--- config.mk ---
export PLATFORM = sky130hd
export DESIGN_NAME = tile_scroll_ctrl
export DESIGN_NICKNAME = d
export VERILOG_FILES = /design/src/rtl/tile_scroll_ctrl.sv
export SDC_FILE = /design/constraint.sdc
export NUM_CORES = 1
export LEC_CHECK = 0
export ABC_CLOCK_PERIOD_IN_PS = 2630
export BUFFER_PORTS_ARGS = -buffer_cell sky130_fd_sc_hd__buf_2
export CAP_MARGIN = 30
export CORE_MARGIN = 2
export CORE_UTILIZATION = 50
export CTS_BUF_LIST = sky130_fd_sc_hd__clkbuf_4 sky130_fd_sc_hd__clkbuf_8
export CTS_CLUSTER_DIAMETER = 150
export DETAILED_ROUTE_END_ITERATION = 16
export GPL_TIMING_DRIVEN = 0
export PLACE_DENSITY = 0.74
export SLEW_MARGIN = 25
export SYNTH_ARGS = -nofsm -noshare
export SYNTH_HDL_FRONTEND = slang
export SYNTH_SLANG_ARGS = --single-unit
--- constraint.sdc ---
create_clock -name clock -period 2.63 [get_ports clock]
set_input_delay 0.526 -clock clock [delete_from_list [all_inputs] [get_ports clock]]
set_output_delay 0.526 -clock clock [all_outputs]
set_load 0.05 [all_outputs]
--- src/rtl/tile_scroll_ctrl.sv ---
// Tile scroller: moves six lane rows down one pixel offset per frame step, requests one draw
// pass per step, judges key presses against the bottom row and keeps a saturating hit score.
module tile_scroll_ctrl #(
  parameter int         NUM_ROWS  = 6,
  parameter int         ROW_PITCH = 40,
  parameter int         SPEED     = 1,
  parameter logic [7:0] LFSR_SEED = 8'hA5
) (
  input  logic                    clock,
  input  logic                    resetn,
  input  logic                    startn,
  input  logic                    frame_tick,
  input  logic [3:0]              key_lane,
  input  logic                    draw_done,
  output logic                    draw_go,
  output logic [5:0]              offset,
  output logic [5:0]              prev_offset,
  output logic [3*NUM_ROWS-1:0]   row_lanes,
  output logic [7:0]              score,
  output logic                    game_over,
  output logic [2:0]              fsm_state
);

  typedef enum logic [2:0] {
    S_IDLE = 3'd0,
    S_WAIT = 3'd1,
    S_REQ  = 3'd2,
    S_REL  = 3'd3,
    S_UPD  = 3'd4,
    S_OVER = 3'd5
  } state_t;

  localparam logic [6:0] PITCH7 = 7'(ROW_PITCH);
  localparam logic [6:0] SPEED7 = 7'(SPEED);

  state_t                     state;
  logic [7:0]                 lfsr;
  logic [7:0]                 lfsr_next;
  logic [2:0]                 pend;
  logic [NUM_ROWS-1:0][2:0]   rows;

  logic [2:0] key_code;
  logic [2:0] bottom_after;
  logic [2:0] spawn;
  logic [6:0] sum;
  logic [6:0] wrapped;
  logic       hit;
  logic       wrong;
  logic       wrap;
  logic       miss;
  logic       key_window;

  assign row_lanes = rows;
  assign fsm_state = state;

  // Galois form of x^8+x^6+x^5+x^4+1, shifting right.
  always_comb begin
    lfsr_next = {1'b0, lfsr[7:1]};
    if (lfsr[0]) lfsr_next = lfsr_next ^ 8'hB8;
  end

  always_comb begin
    key_code = 3'd0;
    case (key_lane)
      4'b0001: key_code = 3'd1;
      4'b0010: key_code = 3'd2;
      4'b0100: key_code = 3'd3;
      4'b1000: key_code = 3'd4;
      default: key_code = 3'd0;
    endcase
  end

  always_comb begin
    hit          = (pend != 3'd0) && (rows[NUM_ROWS-1] == pend);
    wrong        = (pend != 3'd0) && !hit;
    bottom_after = hit ? 3'd0 : rows[NUM_ROWS-1];
    sum          = {1'b0, offset} + SPEED7;
    wrapped      = sum - PITCH7;
    wrap         = (sum >= PITCH7);
    miss         = wrap && (bottom_after != 3'd0);
    spawn        = {1'b0, lfsr[1:0]} + 3'd1;
    key_window   = (state == S_WAIT) || (state == S_REQ) || (state == S_REL);
  end

  // draw_go/draw_done handshake: draw_go rises with entry to REQ and stays high until
  // draw_done is seen high; the next step waits for draw_done to return low first.
  always_ff @(posedge clock) begin
    if (!resetn) begin
      state       <= S_IDLE;
      lfsr        <= LFSR_SEED;
      pend        <= 3'd0;
      rows        <= '0;
      offset      <= 6'd0;
      prev_offset <= 6'd0;
      score       <= 8'd0;
      draw_go     <= 1'b0;
      game_over   <= 1'b0;
    end else begin
      lfsr <= lfsr_next;

      if (state == S_UPD)
        pend <= key_code;
      else if (key_window && key_code != 3'd0)
        pend <= key_code;

      case (state)
        S_IDLE: begin
          if (!startn) state <= S_WAIT;
        end
        S_WAIT: begin
          if (frame_tick) begin
            state   <= S_REQ;
            draw_go <= 1'b1;
          end
        end
        S_REQ: begin
          if (draw_done) begin
            state   <= S_REL;
            draw_go <= 1'b0;
          end
        end
        S_REL: begin
          if (!draw_done) state <= S_UPD;
        end
        S_UPD: begin
          if (hit) begin
            rows[NUM_ROWS-1] <= 3'd0;
            score            <= (score == 8'hFF) ? score : score + 8'd1;
          end
          prev_offset <= offset;
          offset      <= wrap ? wrapped[5:0] : sum[5:0];
          // Shift comes after the hit clear so the incoming row wins the bottom slot.
          if (wrap && !miss) begin
            for (int i = 1; i < NUM_ROWS; i++) rows[i] <= rows[i-1];
            rows[0] <= spawn;
          end
          if (wrong || miss) begin
            state     <= S_OVER;
            game_over <= 1'b1;
          end else begin
            state <= S_WAIT;
          end
        end
        S_OVER: begin
          if (!startn) begin
            state       <= S_IDLE;
            game_over   <= 1'b0;
            pend        <= 3'd0;
            rows        <= '0;
            offset      <= 6'd0;
            prev_offset <= 6'd0;
            score       <= 8'd0;
          end
        end
        default: begin
          state   <= S_IDLE;
          draw_go <= 1'b0;
        end
      endcase
    end
  end

endmodule

==> flow_summary.yaml <==
finish:
  area_delta_synth_final_pct: 16.1
  nets: 371
  fin_cells: 429
  nFillCells: 510
  drive_gt1_frac: 0.201
  multi_input_area_um2: 1440
  antenna_cells: 0
  register_area_um2: 1080
timing:
  min_period_ns: 2.14
  slew_headroom: 0.671
  setup_tns_ns: 0
  worst_pin_slew_ns: 0.492
  finalSetupViolCount: 0
  finClkSkew_ns: 0.00879
  min_period_over_period: 0.812
  final_hold_viol_count: 0
  maxSlewViolCount: 0
  rsz0062_at_grt: "no"
  fmax_ghz: 0.468
global_routing:
  grt_max_degree: 18
  grtUsageTotal: 0.192
  antenna_found_initial: 0
  grt_pass1_vias: 2022
  grt_pass1_wl_um: 9450
  overflow: 0
route:
  viasPerCell: 5.28
  drt_wl_total_um: 5550
  wire_per_inst_um: 12.9
  dr_total_vias: 2266
  drt_iter0_markers: 150
  ant_nets: 0
  firstDrtPassIters: 4
  drc: 0
place:
  gp_congestion: 0.771
  hpwl_um: 3960
  port_buffers: 50
  dp_cells: 421
cts:
  clock-sinks: 54
  cts_resized: 0
  htreeDepth: 2
  clockBufferDepth: 2
  cts_hold_buf: 0
  cts_buffers: 5
  cts_tree: "yes"
  clkSlewWorstSetupHoldPaths_ns: 0.09
  root_buffer: "clkbuf_8"
  cts_setup_buffers: 0
  insertion_delay_ns: 0.31
critical_path:
  required_ns: 2.87
  worstSetupEndpointType: "flop"
  cp.arrival_ns: 2.38
  cp_max_fo: 10
  ff2ff_setup_slack_ns: 0.49
  worstSetupPathType: "reg -> reg"
  setup.worst_path.start_class: "flop"
  reg2regPathDepth: 9
  r2r_start: "offset[0]$_SDFFE_PN0P_"
  r2r-end: "row_lanes[3]$_SDFFE_PN0P_"
yosys:
  syn_area_um2: 2650
  synth-edff-count: 0
  synth.most_common_cell: "dfxtp_1"
  synthesis.nets: 314
  yosysTopAreaCellShare: 0.408
  ys_seq_elements: 54
  yosysUniqueCellTypes: 50
  synth.top_cells.by_count: "54 x dfxtp_1, 27 x nand2_1, 19 x nor2_1"
  synthCells: 301
  yosys.area.top_type: "dfxtp_1"
  avgSynthCellArea_um2: 8.81
  synth_area_leaders: "dfxtp_1 41%, mux2i_1 6.8%, nand2_1 3.8%, nand3_1 3.2%, nor2b_1 3.1%"
  ys_warn_count: 0
  async_flop_share: 0
  seq_area_frac_synth: 0.408
  ys.flop_type: "dfxtp_1"
die:
  num_rows: 26
  core_area_um2: 5110
  start_util: 0.519
  fp.dieH_um: 76.8
  die_area_um2: 5900
  io-pin-count: 52
  die_x_um: 76.8
min_path:
  hp-class: "reg -> reg"
  min_from: "lfsr[3]$_SDFF_PN0_"
  min_path_cells: 1
  hold_path_end: "lfsr[2]$_SDFF_PN1_"
power:
  pwr_density_cell_nw_per_um2: 461
  ir_drop_mv: 0.250
  cellLeakagePower_nw: 1.23
outcome:
  outcome: "completed"
flow_run:
  cap_violations: 0
-- critical path, stage by stage, from the launching register on --
cell and delay [ns]:
dfxtp_1 0.40, ha_1 0.30, nand2b_1 0.18, nand4_1 0.10
o31ai_1 0.08, o21ai_1 0.24, nor3b_2 0.23, buf_6 0.17
buf_6 0.18, mux2i_1 0.19
-- layout by cell type, fill, tap and decap left out, drive strengths merged, types with 8 or more instances in the layout --
master	count
buf	60
a21oi	15
mux2i	18
nor2b	13
nor2	19
nand2	28
nand2b	10
xor2	9
and3	8
clkbuf	19
dfxtp	54
nand3	17
and2	9
-- power by group --
| group | internal, mW | total [mW] | leakage [nW] | switching, mW |
|---|---|---|---|---|
| clock network | 0.188 | 0.469 | 0.0441 | 0.281 |
| logic | 0.0414 | 0.108 | 0.749 | 0.0665 |
| registers | 0.833 | 0.844 | 0.438 | 0.0109 |
-- metrics by stage --
| stage | hold WS (ns) | cell area (um2) | power (mW) | utilization | setup slack [ns] |
|---|---|---|---|---|---|
| after global placement | 0.392 | 2990 | 0.968 | 0.585 | 0.525 |
| after global routing | 0.439 | 3080 | 1.48 | 0.603 | 0.271 |
| after CTS | 0.436 | 3080 | 1.43 | 0.603 | 0.492 |
| final | 0.427 | 3080 | 1.42 | 0.603 | 0.494 |
| after floorplan | 0.386 | 2650 | 0.939 | - | 0.394 |
| after detailed placement | 0.408 | 2990 | 0.970 | 0.585 | 0.502 |
-- cell families after synthesis --
family | Yosys count | synth area share
buf+inv | 27 | 0.0509
fa+ha+maj | 4 | 0.0189
simple gates | 129 | 0.261
flops | 54 | 0.408
mux | 18 | 0.0679
compound gates | 53 | 0.141
xor+xnor | 16 | 0.0528
-- sequential cells by signal (all words and copies together), names as in the netlist --
register	flops
draw_go	1
fsm_state	3
game_over	1
lfsr	8
offset	6
pend	3
prev_offset	6
row_lanes	18
score	8
-- layout make-up --
cell class,instances,area share
well taps,70,0.0284
clock buffers,5,0.0223
flip-flops and latches,54,0.351
clock inverters,3,0.00690
repair buffers,50,0.0812
plain buffers,24,0.0402
inverters,3,0.00366
multi-input cells,220,0.466
-- metal layers --
layer  vias to the layer above  share of wire  global-route usage
met5                         -              0                   0
met3                         7          0.032              0.0341
li1                       1172              -                   -
met1                      1051           0.51               0.267
met4                         0          0.012              0.0545
met2                        36           0.45               0.306
-- worst max path at each step --
stage,start,endpoint,depth (start not counted)
floorplan,offset[0]$_SDFFE_PN0P_,row_lanes[10]$_SDFFE_PN0P_,9
global placement,offset[0]$_SDFFE_PN0P_,row_lanes[12]$_SDFFE_PN0P_,9
detailed placement,offset[0]$_SDFFE_PN0P_,row_lanes[9]$_SDFFE_PN0P_,9
CTS,offset[0]$_SDFFE_PN0P_,row_lanes[3]$_SDFFE_PN0P_,9
global route,offset[0]$_SDFFE_PN0P_,row_lanes[1]$_SDFFE_PN0P_,9
finish,offset[0]$_SDFFE_PN0P_,row_lanes[3]$_SDFFE_PN0P_,9
Note: power is estimated with default switching activity, not from simulation.
